**src/rtl/blob_pkg.sv**
```systemverilog
// blob_pkg: shared frame geometry defaults, luma weights, binarizer FSM
// states and the luma helper. Also consumed by the downstream blob counter.
package blob_pkg;

  localparam int IMG_COL_DEF = 640;
  localparam int IMG_ROW_DEF = 480;

  // Y = (2R + 5G + B) >> 3; the 13-bit sum cannot overflow for 10-bit inputs
  localparam logic [12:0] LUMA_WR = 13'd2;
  localparam logic [12:0] LUMA_WG = 13'd5;
  localparam logic [12:0] LUMA_WB = 13'd1;

  typedef enum logic [1:0] {
    S_IDLE,
    S_ACTIVE,
    S_DRAIN,
    S_ABORT
  } bin_state_t;

  function automatic logic [9:0] luma_y(input logic [9:0] r,
                                        input logic [9:0] g,
                                        input logic [9:0] b);
    logic [12:0] sum;
    sum = LUMA_WR * {3'b000, r} + LUMA_WG * {3'b000, g} + LUMA_WB * {3'b000, b};
    return sum[12:3];
  endfunction

endpackage

```
**src/rtl/pixel_luma_thresh.sv**
```systemverilog
// pixel_luma_thresh: two-stage RGB -> luma -> binary pixel pipeline.
// Stage 1 registers the luma, stage 2 registers the threshold compare.
module pixel_luma_thresh
  import blob_pkg::*;
(
  input  logic       i_clk,
  input  logic       i_rst,
  input  logic [9:0] i_r,
  input  logic [9:0] i_g,
  input  logic [9:0] i_b,
  input  logic [9:0] i_thresh,
  output logic       o_bin
);

  logic [9:0] y_reg;

  // Stage 1: weighted luma of the incoming pixel
  always_ff @(posedge i_clk or posedge i_rst) begin
    if (i_rst) y_reg <= '0;
    else       y_reg <= luma_y(i_r, i_g, i_b);
  end

  // Stage 2: strict greater-than compare against the frame threshold
  always_ff @(posedge i_clk or posedge i_rst) begin
    if (i_rst) o_bin <= 1'b0;
    else       o_bin <= (y_reg > i_thresh);
  end

endmodule

```
**src/rtl/pixel_binarizer.sv**
```systemverilog
// pixel_binarizer: frames a CCD RGB stream, thresholds luma per pixel and
// emits a continuous o_valid envelope per complete frame for the blob counter.
// Optional build macro BINARIZER_MAJ3_EN adds a 3-tap horizontal majority
// filter on the binary pixels (one extra cycle of latency, edge columns = 0).
module pixel_binarizer
  import blob_pkg::*;
#(
  parameter int IMG_COL = IMG_COL_DEF,
  parameter int IMG_ROW = IMG_ROW_DEF
) (
  input  logic       i_clk,
  input  logic       i_rst,
  input  logic       i_valid,
  input  logic       i_sof,
  input  logic [9:0] i_r,
  input  logic [9:0] i_g,
  input  logic [9:0] i_b,
  input  logic [9:0] i_thresh,
  output logic       o_valid,
  output logic       o_seq,
  output logic       o_err,
  output logic       o_frame_done
);

`ifdef BINARIZER_MAJ3_EN
  localparam int LAT = 3;
`else
  localparam int LAT = 2;
`endif
  localparam logic [9:0] COL_LAST = 10'(IMG_COL - 1);
  localparam logic [8:0] ROW_LAST = 9'(IMG_ROW - 1);

  bin_state_t     state;
  logic [9:0]     col;        // column of the last accepted pixel
  logic [8:0]     row;        // row of the last accepted pixel
  logic [9:0]     thresh;     // threshold latched at start of frame
  logic           err;
  logic           frame_done;
  logic [LAT-1:0] vpipe;      // valid flag travelling alongside the datapath
  logic [9:0]     nxt_col;
  logic [8:0]     nxt_row;
  logic           accept;
  logic           abort;
  logic           bin;

  // Coordinate of the pixel expected next while a frame is active
  always_comb begin
    nxt_col = col + 10'd1;
    nxt_row = row;
    if (col == COL_LAST) begin
      nxt_col = '0;
      nxt_row = row + 9'd1;
    end
  end

  // A pixel enters the pipeline on an accepted SOF or an in-frame strobe;
  // a missing strobe or a stray SOF mid-frame kills the frame
  always_comb begin
    accept = ((state == S_IDLE) && i_valid && i_sof) ||
             ((state == S_ACTIVE) && i_valid && !i_sof);
    abort  = (state == S_ACTIVE) && (!i_valid || i_sof);
  end

  // Frame control FSM with registered error / done outputs
  always_ff @(posedge i_clk or posedge i_rst) begin
    if (i_rst) begin
      state      <= S_IDLE;
      col        <= '0;
      row        <= '0;
      thresh     <= '0;
      err        <= 1'b0;
      frame_done <= 1'b0;
    end else begin
      frame_done <= 1'b0;
      case (state)
        S_IDLE: begin
          if (i_valid && i_sof) begin
            thresh <= i_thresh;
            err    <= 1'b0;
            col    <= '0;
            row    <= '0;
            state  <= S_ACTIVE;
          end
        end
        S_ACTIVE: begin
          if (abort) begin
            err   <= 1'b1;
            state <= S_ABORT;
          end else begin
            col <= nxt_col;
            row <= nxt_row;
            if (nxt_col == COL_LAST && nxt_row == ROW_LAST) state <= S_DRAIN;
          end
        end
        S_DRAIN: begin
          // Done once only the final pixel remains, i.e. as it leaves
          if (vpipe[LAT-2:0] == '0) begin
            frame_done <= 1'b1;
            state      <= S_IDLE;
          end
        end
        S_ABORT: state <= S_IDLE;
        default: state <= S_IDLE;
      endcase
    end
  end

  // Valid shift register; an abort discards every pixel still in flight
  always_ff @(posedge i_clk or posedge i_rst) begin
    if (i_rst)      vpipe <= '0;
    else if (abort) vpipe <= '0;
    else            vpipe <= {vpipe[LAT-2:0], accept};
  end

  pixel_luma_thresh u_luma_thresh (
    .i_clk   (i_clk),
    .i_rst   (i_rst),
    .i_r     (i_r),
    .i_g     (i_g),
    .i_b     (i_b),
    .i_thresh(thresh),
    .o_bin   (bin)
  );

`ifdef BINARIZER_MAJ3_EN
  logic [1:0]     tap;        // tap[0] = centre pixel, tap[1] = left neighbour
  logic [LAT-1:0] epipe;      // "edge column" flag aligned with the centre tap
  logic [9:0]     acc_col;
  logic           edge_px;

  // Column of the pixel being accepted this cycle
  always_comb begin
    acc_col = (state == S_IDLE) ? 10'd0 : nxt_col;
    edge_px = (acc_col == 10'd0) || (acc_col == COL_LAST);
  end

  // Window taps and edge flag; the right neighbour is the live stage output
  always_ff @(posedge i_clk or posedge i_rst) begin
    if (i_rst) begin
      tap   <= '0;
      epipe <= '0;
    end else begin
      tap   <= {tap[0], bin};
      epipe <= {epipe[LAT-2:0], edge_px};
    end
  end

  // Edge columns are forced low, so no window ever straddles two rows
  assign o_seq = !epipe[LAT-1] &
                 ((tap[1] & tap[0]) | (tap[1] & bin) | (tap[0] & bin));
`else
  assign o_seq = bin;
`endif

  assign o_valid      = vpipe[LAT-1];
  assign o_err        = err;
  assign o_frame_done = frame_done;

endmodule

```
**config.mk**
```make
export PLATFORM = sky130hd
export DESIGN_NAME = pixel_binarizer
export DESIGN_NICKNAME = d
export VERILOG_FILES = /design/src/rtl/blob_pkg.sv /design/src/rtl/pixel_luma_thresh.sv /design/src/rtl/pixel_binarizer.sv
export SDC_FILE = /design/constraint.sdc
export NUM_CORES = 1
export LEC_CHECK = 0
export ABC_AREA = 1
export ABC_CLOCK_PERIOD_IN_PS = 1700
export CAP_MARGIN = 40
export CORE_ASPECT_RATIO = 1.1
export CORE_MARGIN = 4
export CORE_UTILIZATION = 51
export DETAILED_ROUTE_END_ITERATION = 6
export HOLD_SLACK_MARGIN = 0.05
export PLACE_DENSITY = 0.75
export SETUP_SLACK_MARGIN = 0.4
export SLEW_MARGIN = 30
export SYNTH_ARGS = -nofsm -noshare
export SYNTH_HDL_FRONTEND = slang
export SYNTH_HIERARCHICAL = 1
export SYNTH_SLANG_ARGS = --single-unit
```
**constraint.sdc**
```tcl
create_clock -name i_clk -period 1.7 [get_ports i_clk]
set_input_delay 0.34 -clock i_clk [delete_from_list [all_inputs] [get_ports i_clk]]
set_output_delay 0.34 -clock i_clk [all_outputs]
set_load 0.03 [all_outputs]
```
# After elaboration in Yosys (flattened, before gate mapping)
# Cells that the tools add are included.
# word_totals
register_bits,46
inputBits,44
out_inout_bits,4
elab_cells,62
# op_classes
addsub,4
multipliers,1
n_lt_le_gt_ge,1
n_eq_ne,11
mux,19
reduce_logical,17
# ops
op,count
10-bit 2-to-1 mux,3
9-bit 2-to-1 mux,3
10-bit == test (second input constant),2
10-bit case mux with 2 select lines,1
9-bit case mux with 2 select lines,1
11-bit by 13-bit adder with 13-bit output,1
13-bit by 10-bit adder with 13-bit output,1
3-bit by 10-bit multiplier with 13-bit output (first input constant),1
10-bit by 1-bit adder with 10-bit output (second input constant),1
10-bit greater-than comparator,1
2-bit 2-to-1 mux,5
9-bit by 1-bit adder with 9-bit output (second input constant),1
9-bit == test (second input constant),1
3-bit AND reduction,3
2-bit case mux with 4 select lines,1
1-bit logical AND,7
2-bit inequality test (second input constant),3
2-bit == test (second input constant),2
1-bit 2-to-1 mux,4
3-bit by 2-bit inequality test with 1-bit output (second input constant),1
2-bit by 1-bit == test with 1-bit output (second input constant),1
1-bit zero test,2
2-bit zero test,1
1-bit logical OR,2
4 further kinds,4

# Depth between registers and ports, before layout
# Gate-level depths: netlist of the first run.
# logic_depth
word_depth,7
ltp_mapped,15
ltp_nobuf,15

# Cells and area by module
# The synthesis of the first run kept the hierarchy.
# modules_own_cells
mod,instances,cells_per_inst,area_each_um2,seq_area_each_um2
pixel_binarizer,1,265,1913.1,875.8
pixel_luma_thresh,1,236,1742.9,275.3

# Least setup slack after synthesis of the first run
# No wires, ideal clock.
# synth_path
path_kind,input to register
startpoint,input port i_g[4]
endpoint,register u_luma_thresh.y_reg[6]
setup_time_ns,0.117
arrival_time_ns,2.596
path_slack_ns,-1.013
path_stages,12
path_buffers,0
cell_sequence,ha_1 -> fa_1 -> inv_1 -> fa_1 -> inv_1 -> ha_1 -> a21oi_1 -> nor2_1 -> nor2_1 -> nand2_1 -> nand2_1 -> nand2_1
# synth_between
elab_chain_len,3
# synth_lines
element,line_no,source
start: declaration,pixel_binarizer.sv:16,"input logic [9:0] i_g,"
3-bit by 10-bit multiplier with 13-bit output,blob_pkg.sv:24,"sum = LUMA_WR * {3'b000, r} + LUMA_WG * {3'b000, g} + LUMA_WB * {3'b000, b};"
11-bit by 13-bit adder with 13-bit output,blob_pkg.sv:24,
13-bit by 10-bit adder with 13-bit output,blob_pkg.sv:24,
end signal: assignment,pixel_luma_thresh.sv:20,"else y_reg <= luma_y(i_r, i_g, i_b);"
end: declaration,pixel_luma_thresh.sv:15,logic [9:0] y_reg;
# No other way between the ends.
# A chain may end at the register's enable or synchronous reset.

# Final worst setup path of the first run
# layout_path
startpoint,input port i_g[6]
endpoint,register u_luma_thresh.y_reg[6]
# The elaborated chain is that of the path after synthesis.

==> results.json, run 1 <==
{
  "io-pin-count": 48,
  "grt_pass1_wl_um": 15280,
  "routed_via_density": 5.314,
  "root_buffer": "clkbuf_8",
  "drive_above_1_share_pct": 38.61,
  "syn_nets": 597,
  "ys_seq_area_share_pct": 31.49,
  "crit_path_start_kind": "input pin",
  "fin_util_pct": 80.20,
  "synth_edf_count": 0,
  "synth_area_um2": 3656,
  "drt_wl_total_um": 10520,
  "grt_pass1_vias": 3611,
  "hold_viol": 0,
  "hold_buffers": 0,
  "criticalPathCategory": "input pin to flop",
  "synthArstFlopShare_pct": 100.0,
  "cts_buffers": 5,
  "endpoint_kind": "flop",
  "nets": 701,
  "rsz0062_at_grt": "true",
  "gp_congestion": 0.8830,
  "drtAntennaViolNets": 0,
  "clk_latency_ns": 0.30,
  "violations": "setup timing",
  "reg2reg_to": "state[1]",
  "vdd_drop_max_mv": 0.9141,
  "synth_area_leaders": "dfrtp_1 (31%), nand2_1 (16%), ha_1 (12%)",
  "hold_slack_ns": 0.3530,
  "synth_area_per_cell_um2": 7.297,
  "initialDrtViolationCount": 182,
  "maxSlewViolCount": 0,
  "wire_per_inst_um": 15.22,
  "rr_startpoint": "col[1]",
  "cts_sinks": 46,
  "die-area_um2": 8589,
  "netlist_top_cells_count": "nand2_1 (156), inv_1 (109), dfrtp_1 (46)",
  "min_path_type": "input pin to async pin",
  "final_cells": 691,
  "via_count": 3672,
  "p_leak_nw": 2.792,
  "ys_types": 29,
  "fmax_mhz": 387.7,
  "critPathMaxFanout": 4,
  "netlist.area_leader.share_pct": 31.49,
  "grtUsageTotal_pct": 21.57,
  "syn2layout_area_growth_pct": 53.70,
  "die-width_um": 88.73,
  "arrival_ns": 2.77,
  "ys_seq_elements": 46,
  "reg2reg_depth": 16,
  "clockBufferDepth": 2,
  "drv_cap": 0,
  "start_util_pct": 52.18,
  "hpwl_um": 6486,
  "post-place-cells": 669,
  "relSlewSlack_pct": 68.98,
  "portBuffers": 47,
  "synth_flop_cell": "dfrtp_1",
  "cp.required_ns": 1.89,
  "min_period_over_period_pct": 151.7,
  "status": "finished, violations left",
  "setup_ws_ns": -0.8790,
  "grt_max_degree": 36,
  "antenna_cells": 0,
  "cts_tree": "yes",
  "coreArea_um2": 7007,
  "htreeDepth": 2,
  "r2r_setup_slack_ns": -0.23,
  "syn_inst": 501,
  "antenna_found_initial": 0,
  "overflow": 0,
  "synth.most_common_cell": "nand2_1",
  "tightest_slew_ns": 0.4653,
  "rows": 32,
  "min_period_ns": 2.579,
  "setup_tns_ns": -7.058,
  "clock_skew_ns": 0.01051,
  "startpoint": "i_g[6]",
  "yosysTopAreaCell": "dfrtp_1",
  "drc": 0,
  "synth_warnings": 6,
  "die_h_um": 96.80,
  "setup-violations-final": 12,
  "endpoint": "u_luma_thresh/y_reg[6]",
  "pwr_density_cell_nw_per_um2": 1168,
  "dr.pass1.iters": 4,
  "clkTransAtPathRegs_ns": 0.09
}
==> how the worst min path moves through the flow <==
stage,startpoint,to,slack [ns],cells past startpoint
after floorplan,i_rst,u_luma_thresh/o_bin,0.19,1
after global placement,vpipe[0],o_frame_done,0.44,1
after detailed placement,vpipe[0],o_frame_done,0.44,1
after CTS,i_rst,u_luma_thresh/y_reg[4],0.35,2
after global routing,i_rst,u_luma_thresh/y_reg[5],0.40,2
final,i_rst,u_luma_thresh/y_reg[4],0.35,2
==> layout by cell type, fill, tap and decap left out, types with 14 or more instances in the layout <==
master           count
nand2_4             18
inv_1               83
nand2_1            108
inv_2               24
clkdlybuf4s50_1     24
ha_4                19
ha_1                14
nand2_2             31
buf_4               35
fa_1                16
dfrtp_1             44
nand3_1             20
buf_6               20
nor2_1              20
==> layout make-up <==
cell class	count	area [µm²]
well taps	85	106.4
clock buffers	7	76.32
multi-input cells	341	2897
flip-flops and latches	46	1154
clock inverters	1	30.03
inverters	110	422.9
repair buffers	101	933.4
fillers	413	1388
==> kinds of logic after synthesis <==
family          after synthesis  synth area share, %
simple gates                251                28.78
buf+inv                     114                12.08
fa+ha+maj                    52                21.29
flops                        46                31.49
compound gates               32                4.860
xor+xnor                      5                1.198
mux                           1               0.3080
==> critical path, cell delays in order <==
cell and delay (ns):
buf_8 0.11, ha_4 0.23, fa_1 0.53, inv_2 0.05, fa_1 0.51, inv_2 0.05
ha_4 0.25, a21oi_4 0.19, nor2_1 0.09, nor2_1 0.20, nand2_1 0.10, nand2_1 0.08
nand2_1 0.05
==> layer usage <==
metal / GRT usage, % / vias up / routed length [µm]
li1: - / 1754 / -
met1: 27.46 / 1758 / 4135
met2: 37.49 / 119 / 5588
met3: 2.555 / 41 / 412
met4: 6.395 / 0 / 382
met5: 0 / - / 0
==> metrics by stage <==
stage / area [µm²] / setup WS (ns) / total power [mW]
global route: 5619 / -0.9192 / 7.039
detailed placement: 4820 / -1.487 / 4.748
finish: 5619 / -0.8790 / 6.565
CTS: 5229 / -0.7495 / 5.895
floorplan: 3963 / -0.7401 / 3.831
global placement: 4820 / -1.449 / 4.620
==> power by group <==
group / internal, mW / total [mW] / leakage [nW] / switching [mW]
Combinational: 1.80 / 4.04 / 2.15 / 2.23
Sequential: 1.45 / 1.71 / 0.590 / 0.261
Clock: 0.441 / 0.819 / 0.0524 / 0.379
==> timing repair <==
action                     4_1_cts  5_1_grt
setup buffers                    7        7
resized for setup              152       98
pin swaps                       69       58
setup endpoints to repair       37       44
cloned                           0        0
Power figures use the tool's default switching activity.
==> inputs of run 2 (changes only) <==
--- a/config.mk
+++ b/config.mk
@@ -11,6 +11,7 @@
 export CORE_ASPECT_RATIO = 1.1
 export CORE_MARGIN = 4
 export CORE_UTILIZATION = 51
+export CTS_BUF_LIST = sky130_fd_sc_hd__clkbuf_4 sky130_fd_sc_hd__clkbuf_8 sky130_fd_sc_hd__clkbuf_16
 export DETAILED_ROUTE_END_ITERATION = 6
 export HOLD_SLACK_MARGIN = 0.05
 export PLACE_DENSITY = 0.75
==> run 2 against run 1 <==
  * Critical path depth unchanged
  * Sequential power about the same
  * The run still ends with setup timing left
  * Via count decreased by 1.6%
  * Clock-buffer cell count unchanged
  * Combinational power decreased by 2%
  * Largest cell class unchanged
  * Sequential share of layout area increased by 0.060 points
  * Maximum frequency increased by 3.7%
  * Highest routed layer unchanged
  * Power decreased by 1.1%
  * First-iteration DRC count decreased by 26%
  * Clock power increased by 3.4%
  * Register-to-register slack about the same
==> results.json, run 2 (synthesis results as in run 1) <==
{
  "syn2layout_area_growth_pct": 53.25,
  "slowest_delay_ns": 0.53,
  "critPathMaxFanout": 4,
  "cp_slowest_cell": "fa_1",
  "hold_viol": 0,
  "tightest_slew_ns": 0.4672,
  "clk_latency_ns": 0.30,
  "fin_util_pct": 79.96,
  "layout_commonest_cell": "nand2_1",
  "cp.required_ns": 1.89,
  "pwr_density_cell_nw_per_um2": 1159,
  "htreeDepth": 2,
  "nets": 701,
  "crit_top_cell": "nand2_1",
  "die-area_um2": 8589,
  "drive_above_1_share_pct": 38.12,
  "reg2reg_to": "state[1]",
  "r2r_setup_slack_ns": -0.22,
  "grt_pass1_vias": 3615,
  "criticalPathCategory": "input pin to flop",
  "violations": "setup timing",
  "crit_path_start_kind": "input pin",
  "endpoint_kind": "flop",
  "die_h_um": 96.80,
  "setup_ws_ns": -0.7868,
  "coreArea_um2": 7007,
  "root_buffer": "clkbuf_8",
  "arrival_ns": 2.68,
  "antenna_cells": 0,
  "antenna_found_initial": 0,
  "min_period_over_period_pct": 146.3,
  "cts_tree": "yes",
  "setup-violations-final": 12,
  "start_util_pct": 52.18,
  "drc": 0,
  "crit_chain": "buf_8 > ha_4 > fa_1 > inv_2 > fa_1 > inv_2 > ha_4 > a21oi_4 > nor2_1 > nor2_1 > nand2_1 > nand2_1 > nand2_1",
  "routed_via_density": 5.227,
  "status": "finished, violations left",
  "grt_pass1_wl_um": 15280,
  "rows": 32,
  "dr.pass1.iters": 4,
  "postPlaceCellArea_um2": 4820,
  "final_cells": 691,
  "clockBufferDepth": 2,
  "vdd_drop_max_mv": 0.8848,
  "die-width_um": 88.73,
  "multiInputGateArea_um2": 2877,
  "relSlewSlack_pct": 68.86,
  "grt_max_degree": 36,
  "gp_congestion": 0.8830,
  "hold_slack_ns": 0.3444,
  "drt_wl_total_um": 10120,
  "critical_path_buf_inv_count": 3,
  "fmax_mhz": 402.1,
  "hpwl_um": 6486,
  "regArea_um2": 1154,
  "portBuffers": 47,
  "cts_buffers": 5,
  "reg2reg_depth": 16,
  "fin_area_um2": 5603,
  "post-place-cells": 669,
  "drv_cap": 0,
  "initialDrtViolationCount": 135,
  "crit_family": "adder cells",
  "io-pin-count": 48,
  "setup_tns_ns": -6.964,
  "wire_per_inst_um": 14.65,
  "rr_startpoint": "col[1]",
  "clkTransAtPathRegs_ns": 0.08,
  "drtAntennaViolNets": 0,
  "cts_sinks": 46,
  "clock_skew_ns": 0.009082,
  "min_path_type": "input pin to async pin",
  "overflow": 0,
  "min_period_ns": 2.487,
  "grtUsageTotal_pct": 21.59,
  "rsz0062_at_grt": "true",
  "via_count": 3612,
  "p_leak_nw": 2.800,
  "mostFrequentLayoutCells": "nand2_1 (110), inv_1 (84), dfrtp_1 (44)",
  "fillers": 414,
  "maxSlewViolCount": 0
}
run 2: cell counts in the layout (fill, tap and decap cells not counted):
Identical to the previous run, type by type.
run 2: report_power, final:
group          switching, mW  leakage (nW)  internal [mW]
clock                  0.375        0.0593          0.472
sequential             0.255         0.590           1.45
combinational           2.17          2.15           1.77
total                   2.80          2.80           3.70
run 2: through the flow:
| stage | setup slack [ns] | power (mW) |
|---|---|---|
| after floorplan | -0.7401 | 3.831 |
| after global placement | -1.449 | 4.620 |
| after detailed placement | -1.487 | 4.748 |
| after CTS | -0.7495 | 5.926 |
| after global routing | -0.8942 | 7.001 |
| final | -0.7868 | 6.494 |
run 2: worst max-delay path by stage:
stage,startpoint,end,depth (start not counted)
floorplan,i_g[2],u_luma_thresh/y_reg[6],13
global placement,i_g[4],u_luma_thresh/y_reg[6],14
detailed placement,i_g[4],u_luma_thresh/y_reg[6],14
CTS,i_g[3],u_luma_thresh/y_reg[7],13
global route,i_g[6],u_luma_thresh/y_reg[6],13
finish,i_g[6],u_luma_thresh/y_reg[6],13
run 2: repair_timing:
item / 4_1_cts / 5_1_grt
hold buffers: 0 / 0
hold endpoints to repair: 0 / 0
setup buffers: 7 / 7
gates resized for setup: 152 / 92
setup endpoints to repair: 37 / 44
pin swaps: 70 / 56
run 2: metal layers:
layer / track usage (%) / vias up / wire, µm
met5: 0 / - / 0
met4: 6.395 / 0 / 285
met3: 2.555 / 29 / 394
met2: 37.71 / 102 / 5356
met1: 27.30 / 1729 / 4084
li1: - / 1752 / -
run 2: worst reg2reg max path, cell delays in order (launching register included):
cell,delay (ns)
dfrtp_1,0.42
ha_4,0.19
buf_6,0.10
inv_2,0.03
nand2_2,0.07
nand2_2,0.07
nor2_2,0.11
nand2_1,0.08
nor2_1,0.12
nand2_1,0.09
nor2_2,0.12
nand2_1,0.06
nor2_1,0.08
nand3_1,0.10
nand2_2,0.10
nand3_2,0.06
nand2_1,0.05
run 2: area by class of cell:
class / instances / area share, %
Clock buffer: 7 / 1.496
Clock inverter: 1 / 0.5360
Timing Repair Buffer: 101 / 16.59
Inverter: 110 / 7.548
Tap cell: 85 / 1.898
Sequential cell: 46 / 20.59
Multi-Input combinational cell: 341 / 51.34
==> inputs of run 3 (changes only) <==
--- a/config.mk
+++ b/config.mk
@@ -13,6 +13,7 @@
 export CORE_UTILIZATION = 51
 export CTS_BUF_LIST = sky130_fd_sc_hd__clkbuf_4 sky130_fd_sc_hd__clkbuf_8 sky130_fd_sc_hd__clkbuf_16
 export DETAILED_ROUTE_END_ITERATION = 6
+export GPL_TIMING_DRIVEN = 1
 export HOLD_SLACK_MARGIN = 0.05
 export PLACE_DENSITY = 0.75
 export SETUP_SLACK_MARGIN = 0.4
==> results of run 3 <==
Same layout as run 2: the final DEF is identical, and so are final timing and power.
